File: src/rtl/bitwise_pkg.sv
// Shared definitions for the bitwise pipeline: operation encoding and the
// single-bit evaluation rule used to build the full-width result.
package bitwise_pkg;

  typedef enum logic [2:0] {
    BW_NOT  = 3'b000,
    BW_AND  = 3'b001,
    BW_OR   = 3'b010,
    BW_XOR  = 3'b011,
    BW_NAND = 3'b100,
    BW_NOR  = 3'b101,
    BW_XNOR = 3'b110,
    BW_PASS = 3'b111
  } bw_op_e;

  // Operands are independent per bit, so the rule is expressed on one bit
  // and replicated across the operand width by the caller.
  function automatic logic bw_eval(input bw_op_e op, input logic a, input logic b);
    case (op)
      BW_NOT:  bw_eval = ~a;
      BW_AND:  bw_eval = a & b;
      BW_OR:   bw_eval = a | b;
      BW_XOR:  bw_eval = a ^ b;
      BW_NAND: bw_eval = ~(a & b);
      BW_NOR:  bw_eval = ~(a | b);
      BW_XNOR: bw_eval = ~(a ^ b);
      default: bw_eval = a;
    endcase
  endfunction

endpackage

File: src/rtl/bitwise_pipe_unit_slice.sv
// One register slice of an elastic pipeline: holds a valid bit and data word,
// accepts when empty or when the downstream slice is draining this cycle.
module pipe_slice
  import bitwise_pkg::*;
#(
  parameter int nb_bits_g = 32
) (
  input  logic                 clk_i,
  input  logic                 rst_i,
  input  logic                 prev_valid,
  input  logic [nb_bits_g-1:0] prev_data,
  input  logic                 next_ready,
  output logic                 ready,
  output logic                 valid,
  output logic [nb_bits_g-1:0] data
);

  assign ready = ~valid | next_ready;

  always_ff @(posedge clk_i) begin
    if (rst_i) begin
      valid <= 1'b0;
      data  <= '0;
    end else if (ready) begin
      valid <= prev_valid;
      // Bubbles leave the held word untouched.
      if (prev_valid) begin
        data <= prev_data;
      end
    end
  end

endmodule

File: src/rtl/bitwise_pipe_unit.sv
// Pipelined bitwise logic unit: combinational op decode feeding a chain of
// nb_stages_g elastic register slices with valid/ready on both ends.
module bitwise_pipe_unit
  import bitwise_pkg::*;
#(
  parameter int delay       = 0,
  parameter int nb_bits_g   = 32,
  parameter int nb_stages_g = 2
) (
  input  logic                 clk_i,
  input  logic                 rst_i,
  input  logic                 valid_i,
  output logic                 ready_o,
  input  logic [2:0]           op_i,
  input  logic [nb_bits_g-1:0] a_i,
  input  logic [nb_bits_g-1:0] b_i,
  output logic                 valid_o,
  input  logic                 ready_i,
  output logic [nb_bits_g-1:0] s_o,
  output logic                 zero_o,
  output logic                 busy_o
);

  if (nb_stages_g < 1 || nb_bits_g < 1 || delay < 0) begin : g_param_check
    $error("bitwise_pipe_unit: nb_stages_g and nb_bits_g must be >= 1, delay >= 0");
  end

  logic [nb_bits_g-1:0] result;
  logic [nb_stages_g:0] rdy;
  logic [nb_stages_g:0] vld;
  logic [nb_bits_g-1:0] data [nb_stages_g+1];

  always_comb begin
    result = '0;
    for (int i = 0; i < nb_bits_g; i++) begin
      result[i] = bw_eval(bw_op_e'(op_i), a_i[i], b_i[i]);
    end
  end

  assign vld[0]           = valid_i;
  assign data[0]          = result;
  assign rdy[nb_stages_g] = ready_i;

  // Stage boundaries: slice k sits between vld/data[k] and vld/data[k+1].
  for (genvar k = 0; k < nb_stages_g; k++) begin : g_slice
    pipe_slice #(
      .nb_bits_g(nb_bits_g)
    ) u_slice (
      .clk_i     (clk_i),
      .rst_i     (rst_i),
      .prev_valid(vld[k]),
      .prev_data (data[k]),
      .next_ready(rdy[k+1]),
      .ready     (rdy[k]),
      .valid     (vld[k+1]),
      .data      (data[k+1])
    );
  end

  assign ready_o = rdy[0] & ~rst_i;
  assign valid_o = vld[nb_stages_g];
  assign s_o     = data[nb_stages_g];
  assign zero_o  = valid_o & (s_o == '0);
  assign busy_o  = |vld[nb_stages_g:1];

endmodule

File: config.mk
export PLATFORM = sky130hd
export DESIGN_NAME = bitwise_pipe_unit
export DESIGN_NICKNAME = d
export VERILOG_FILES = /design/src/rtl/bitwise_pkg.sv /design/src/rtl/bitwise_pipe_unit_slice.sv /design/src/rtl/bitwise_pipe_unit.sv
export SDC_FILE = /design/constraint.sdc
export NUM_CORES = 1
export LEC_CHECK = 0
export BUFFER_PORTS_ARGS = -buffer_cell sky130_fd_sc_hd__buf_2
export CAP_MARGIN = 20
export CORE_MARGIN = 2
export CORE_UTILIZATION = 52
export DETAILED_ROUTE_END_ITERATION = 10
export GPL_ROUTABILITY_DRIVEN = 0
export PLACE_DENSITY = 0.84
export SYNTH_ARGS = -nofsm -noshare
export SYNTH_HDL_FRONTEND = slang
export SYNTH_SLANG_ARGS = --single-unit
File: constraint.sdc
create_clock -name clk_i -period 1.1 [get_ports clk_i]
set_input_delay 0.11 -clock clk_i [delete_from_list [all_inputs] [get_ports clk_i]]
set_output_delay 0.11 -clock clk_i [all_outputs]
set_load 0.02 [all_outputs]
* Word level (Yosys, flattened, before mapping)
Cells that the tools add are included.
Storage, ports and cells: flip-flop bits (word level) 66, bits of input ports 71, output and inout bits 36
Cells by class: equal/unequal tests 6, muxes and demuxes 32, bitwise logic cells 231, reductions and logical operators 5
Operators with widths (number):
- one-hot mux 1 bit (7 select lines) | 32
- inverter 1 bit | 131
- AND 1 bit | 34
- OR 1 bit | 34
- zero test 32 bit | 1
- bitwise XOR 1 bit | 32
- equality test 3 bit, second input constant | 3
- equality test 3 x 2 -> 1 bit, second input constant | 2
- AND reduction 2 bit | 2
- equality test 3 x 1 -> 1 bit, second input constant | 1
- zero test 3 bit | 1
- OR reduction 2 bit | 1

* Logic depth before layout (Yosys ltp)
depth in word-level cells 4, gate-level depth with buffers 8, gate-level depth less buffers 7

* Cells and area by module
Synthesis repeated with hierarchy kept, for this count alone.
Second synthesis, totals: cells, all modules 735, area, all modules 6283.5 um^2
By module, submodules not included:
- bitwise_pipe_unit | times used 1, cells each 435, area an instance 3395.8 um^2, sequential area each 0.0 um^2
- pipe_slice | times used 2, cells each 150, area an instance 1443.9 um^2, sequential area each 660.6 um^2

* Least setup slack after synthesis
No wires, ideal clock.
kind reg2reg, from register g_slice[1].u_slice.valid, to register g_slice[0].u_slice.data[26], arrival time 1.406 ns, slack -0.375 ns, cell stages (with the launch flop) 7, cells stage by stage dfxtp_1 -> and3b_1 -> nor2_2 -> and2_1 -> buf_4 -> o221ai_1 -> o21ai_1
On the way: longest elaborated chain between the ends 4
Ends and longest elaborated chain:
- from (decl) | RTL line bitwise_pipe_unit_slice.sv:14 | output logic valid,
- from (signal assigned) | RTL line bitwise_pipe_unit_slice.sv:25 | valid <= prev_valid;
- inverter 1 bit | RTL line bitwise_pipe_unit_slice.sv:18 | assign ready = ~valid | next_ready;
- OR 1 bit (2 in a row) | RTL line bitwise_pipe_unit_slice.sv:18
- AND reduction 2 bit (no source line)
- to (signal assigned) | RTL line bitwise_pipe_unit_slice.sv:28 | data <= prev_data;
- to (decl) | RTL line bitwise_pipe_unit_slice.sv:15 | output logic [nb_bits_g-1:0] data
No other way between the ends. A chain may end at the register's enable or synchronous reset.

* Final worst setup path
from register g_slice[1].u_slice.data[15], to output port zero_o
On the way: longest elaborated chain between the ends 2
Ends and longest elaborated chain:
- from (decl) | RTL line bitwise_pipe_unit_slice.sv:15
- from (signal assigned) | RTL line bitwise_pipe_unit_slice.sv:28
- zero test 32 bit | RTL line bitwise_pipe_unit.sv:63 | assign zero_o = valid_o & (s_o == '0);
- AND 1 bit | RTL line bitwise_pipe_unit.sv:63
- to (decl) | RTL line bitwise_pipe_unit.sv:20 | output logic zero_o,
No other way between the ends.

==> results_dict.tcl <==
set metrics [dict create \
    core_area_um2 10800 \
    synth.net_count 967 \
    r2r-start "g_slice[1].u_slice.valid" \
    cts_made_buffers 9 \
    vias 6853 \
    grt_setup_unrepaired "true" \
    postSynthAreaPerCell_um2 6.88 \
    end_kind "output port" \
    die_area_um2 11900 \
    grt_max_degree 42 \
    final-setup-viol-count 73 \
    hold_violations 0 \
    final.min_clock_period_ns 1.73 \
    leakage_nw 3.95 \
    avgRoutedWirePerCell_um 17.7 \
    path_max_fanout 2 \
    failed_checks "negative setup slack" \
    vdd_drop_max_v 0.000715 \
    grt_overflow 0 \
    io_buffers 106 \
    ys_types 44 \
    drt-total-wl_um 20500 \
    required_ns 0.99 \
    placed_cells 1127 \
    nets 1149 \
    path_cells "nor4_2 -> nand4_1 -> nor3_4 -> buf_6" \
    power.density_nw_per_um2 899 \
    whs_path_depth 3 \
    track_usage_pct 31.6 \
    hold_end "g_slice[0].u_slice.valid" \
    cap_viol_max_count 0 \
    viasPerCell 5.91 \
    firstDrtPassIters 5 \
    root_buffer "clkbuf_8" \
    ys_ff_latch 66 \
    pin_count 107 \
    worstHoldPathType "in2reg" \
    reg2reg_depth 7 \
    die_x_um 109 \
    cts.sinks 66 \
    slowest_delay_ns 0.34 \
    utilization_pct 77.5 \
    start_kind "flop" \
    clockBufferDepth 2 \
    period_share_pct 158 \
    area_growth_pct 46.1 \
    rows 38 \
    die_h_um 109 \
    crit_path_top_delay_cell "dfxtp_2" \
    slew_headroom_pct 69.8 \
    synth_ff_type "dfxtp_1" \
    instances_no_fill 1159 \
    setup_ws_ns -0.635 \
    worstHoldStart "valid_i" \
    grt_pass1_wl_um 29600 \
    final_antenna_net_count 0 \
    holdBufCountCts 0 \
    clkLatencyLatePin_ns 0.36 \
    post-dp-hpwl_um 11900 \
    synthCells 832 \
    worstSetupPathType "reg2out" \
    drt_drc_violations_left 0 \
    fmax_mhz 577 \
    antenna_found_initial 0 \
    antenna_cells 0 \
    drt_iter0_drc 729 \
    outcome "finished with violations" \
    worst_pin_slew_ns 0.453 \
    synth_area_um2 5730 \
    synth-seq-area-share_pct 23.1 \
    skew_ns 0.0106 \
    r2r_setup_slack_ns -0.32 \
    worst_ep_arrival_time_ns 1.62 \
    grt_pass1_vias 6346 \
    reg2reg_to "g_slice[0].u_slice.data[24]" \
    synthArstFlopShare_pct 0 \
    drv_slew 0 \
    synth_edf_count 0 \
    h-tree-depth 3 \
    ys_warn_count 0 \
    start_util_pct 53.0 \
    drive_gt1_share_pct 39.9 \
    place_ws_ns -0.251 \
    cts_tree "built" \
    clk_pin_slew_worst_paths_ns 0.08 \
]
-- critical path: cells and delay by family, from the launching register on --
family / cells / cell delay (ns)
and+or+nand+nor: 3 / 0.78
DFF: 1 / 0.34
buffers and inverters: 1 / 0.15
-- per-stage QoR --
step                hold WS (ns)  area [um2]  setup TNS (ns)  power (W)
floorplan                  0.231        5780           -6.37    0.00390
global placement           0.381        7160           -6.34    0.00466
detailed placement         0.379        7160           -8.28    0.00474
CTS                       0.0176        7930           -9.72    0.00720
global route              0.0796        8360          -17.46    0.00780
finish                    0.0824        8360          -15.10    0.00752
-- registers in the layout (all words and copies together), names as in the netlist --
signal,count
g_slice.u_slice.data,64
g_slice.u_slice.valid,2
-- worst max-delay path by stage --
stage	start	to	slack (ns)	depth (start not counted)
2_1_floorplan	g_slice[1].u_slice.valid	g_slice[0].u_slice.data[18]	-0.22	6
3_3_place_gp	g_slice[1].u_slice.data[7]	zero_o	-0.22	5
3_5_place_dp	a_i[29]	g_slice[0].u_slice.data[29]	-0.25	8
4_1_cts	g_slice[1].u_slice.data[29]	zero_o	-0.56	4
5_1_grt	g_slice[1].u_slice.data[12]	zero_o	-0.67	5
6_report	g_slice[1].u_slice.data[15]	zero_o	-0.63	4
-- what timing repair did --
action                                  4_1_cts  5_1_grt
endpoints found under the hold margin         0        0
pin swaps                                    42       61
endpoints found under the setup margin       68       91
gates resized for setup                     106      132
buffers inserted                              7        6
gates cloned                                  8        0
-- cell type report --
| type | count | area (um2) |
|---|---|---|
| Multi-Input combinational cell | 610 | 4180 |
| Fill cell | 649 | 2430 |
| Timing Repair Buffer | 261 | 2200 |
| Sequential cell | 66 | 1360 |
| Inverter | 66 | 248 |
| Tap cell | 140 | 175 |
| Clock buffer | 11 | 153 |
| Clock inverter | 5 | 61.3 |
-- where the power goes --
group,switching [W],internal [W]
Clock,0.00107,0.00119
Combinational,0.00134,0.00121
Sequential,0.000174,0.00253
Total,0.00258,0.00493
-- Yosys cell counts (3+ instances only) --
master	count	area share, %
a211oi_1	10	1.3
a21oi_1	45	3.9
a221oi_1	4	0.61
a22o_1	3	0.46
a31oi_1	15	1.6
a32o_1	4	0.70
buf_1	5	0.33
buf_2	31	2.7
buf_4	39	5.1
clkbuf_1	14	0.92
dfxtp_1	66	23
ha_1	64	14
inv_1	65	4.3
nand2_1	172	11
nand3_1	23	2.0
nand3b_1	16	2.1
nor2_1	47	3.1
nor3_1	20	1.7
nor3b_1	14	1.8
nor4_1	7	0.76
o211ai_1	33	4.3
o21ai_0	57	5.0
o21ai_1	31	2.7
o22ai_1	5	0.55
o2bb2ai_1	8	1.2
or3_1	8	0.87
-- layer usage --
layer	share of wire (%)	global-route usage, %	vias to the layer above	routed length, um
met5	0	0	-	0
met3	8.4	3.95	99	1730
met2	49	55.1	435	10000
met4	4.9	18.0	0	1000
met1	38	37.0	3125	7710
li1	-	-	3194	-
-- cells by family after synthesis --
| kind of cell | synth area share [%] |
|---|---|
| buffers and inverters | 13.6 |
| and+or+nand+nor | 25.2 |
| adders and majority gates | 14.0 |
| DFF | 23.1 |
| AOI/OAI and AO/OA | 23.6 |
| muxes | 0.546 |
-- placed cells by master (no fill, tap or decap), types with 19 or more instances in the layout --
master	netlist	layout
nor2_1	47	47
ha_1	64	64
o211ai_1	33	33
a21oi_2	1	29
nand2_1	172	128
buf_4	39	126
nand2_4	0	28
dfxtp_1	66	45
buf_2	31	84
buf_12	0	21
o21ai_0	57	39
nand3_1	23	23
buf_6	1	24
inv_1	65	65
o21ai_1	31	31
nor3_1	20	19
Note: power is estimated with default switching activity, not from simulation.
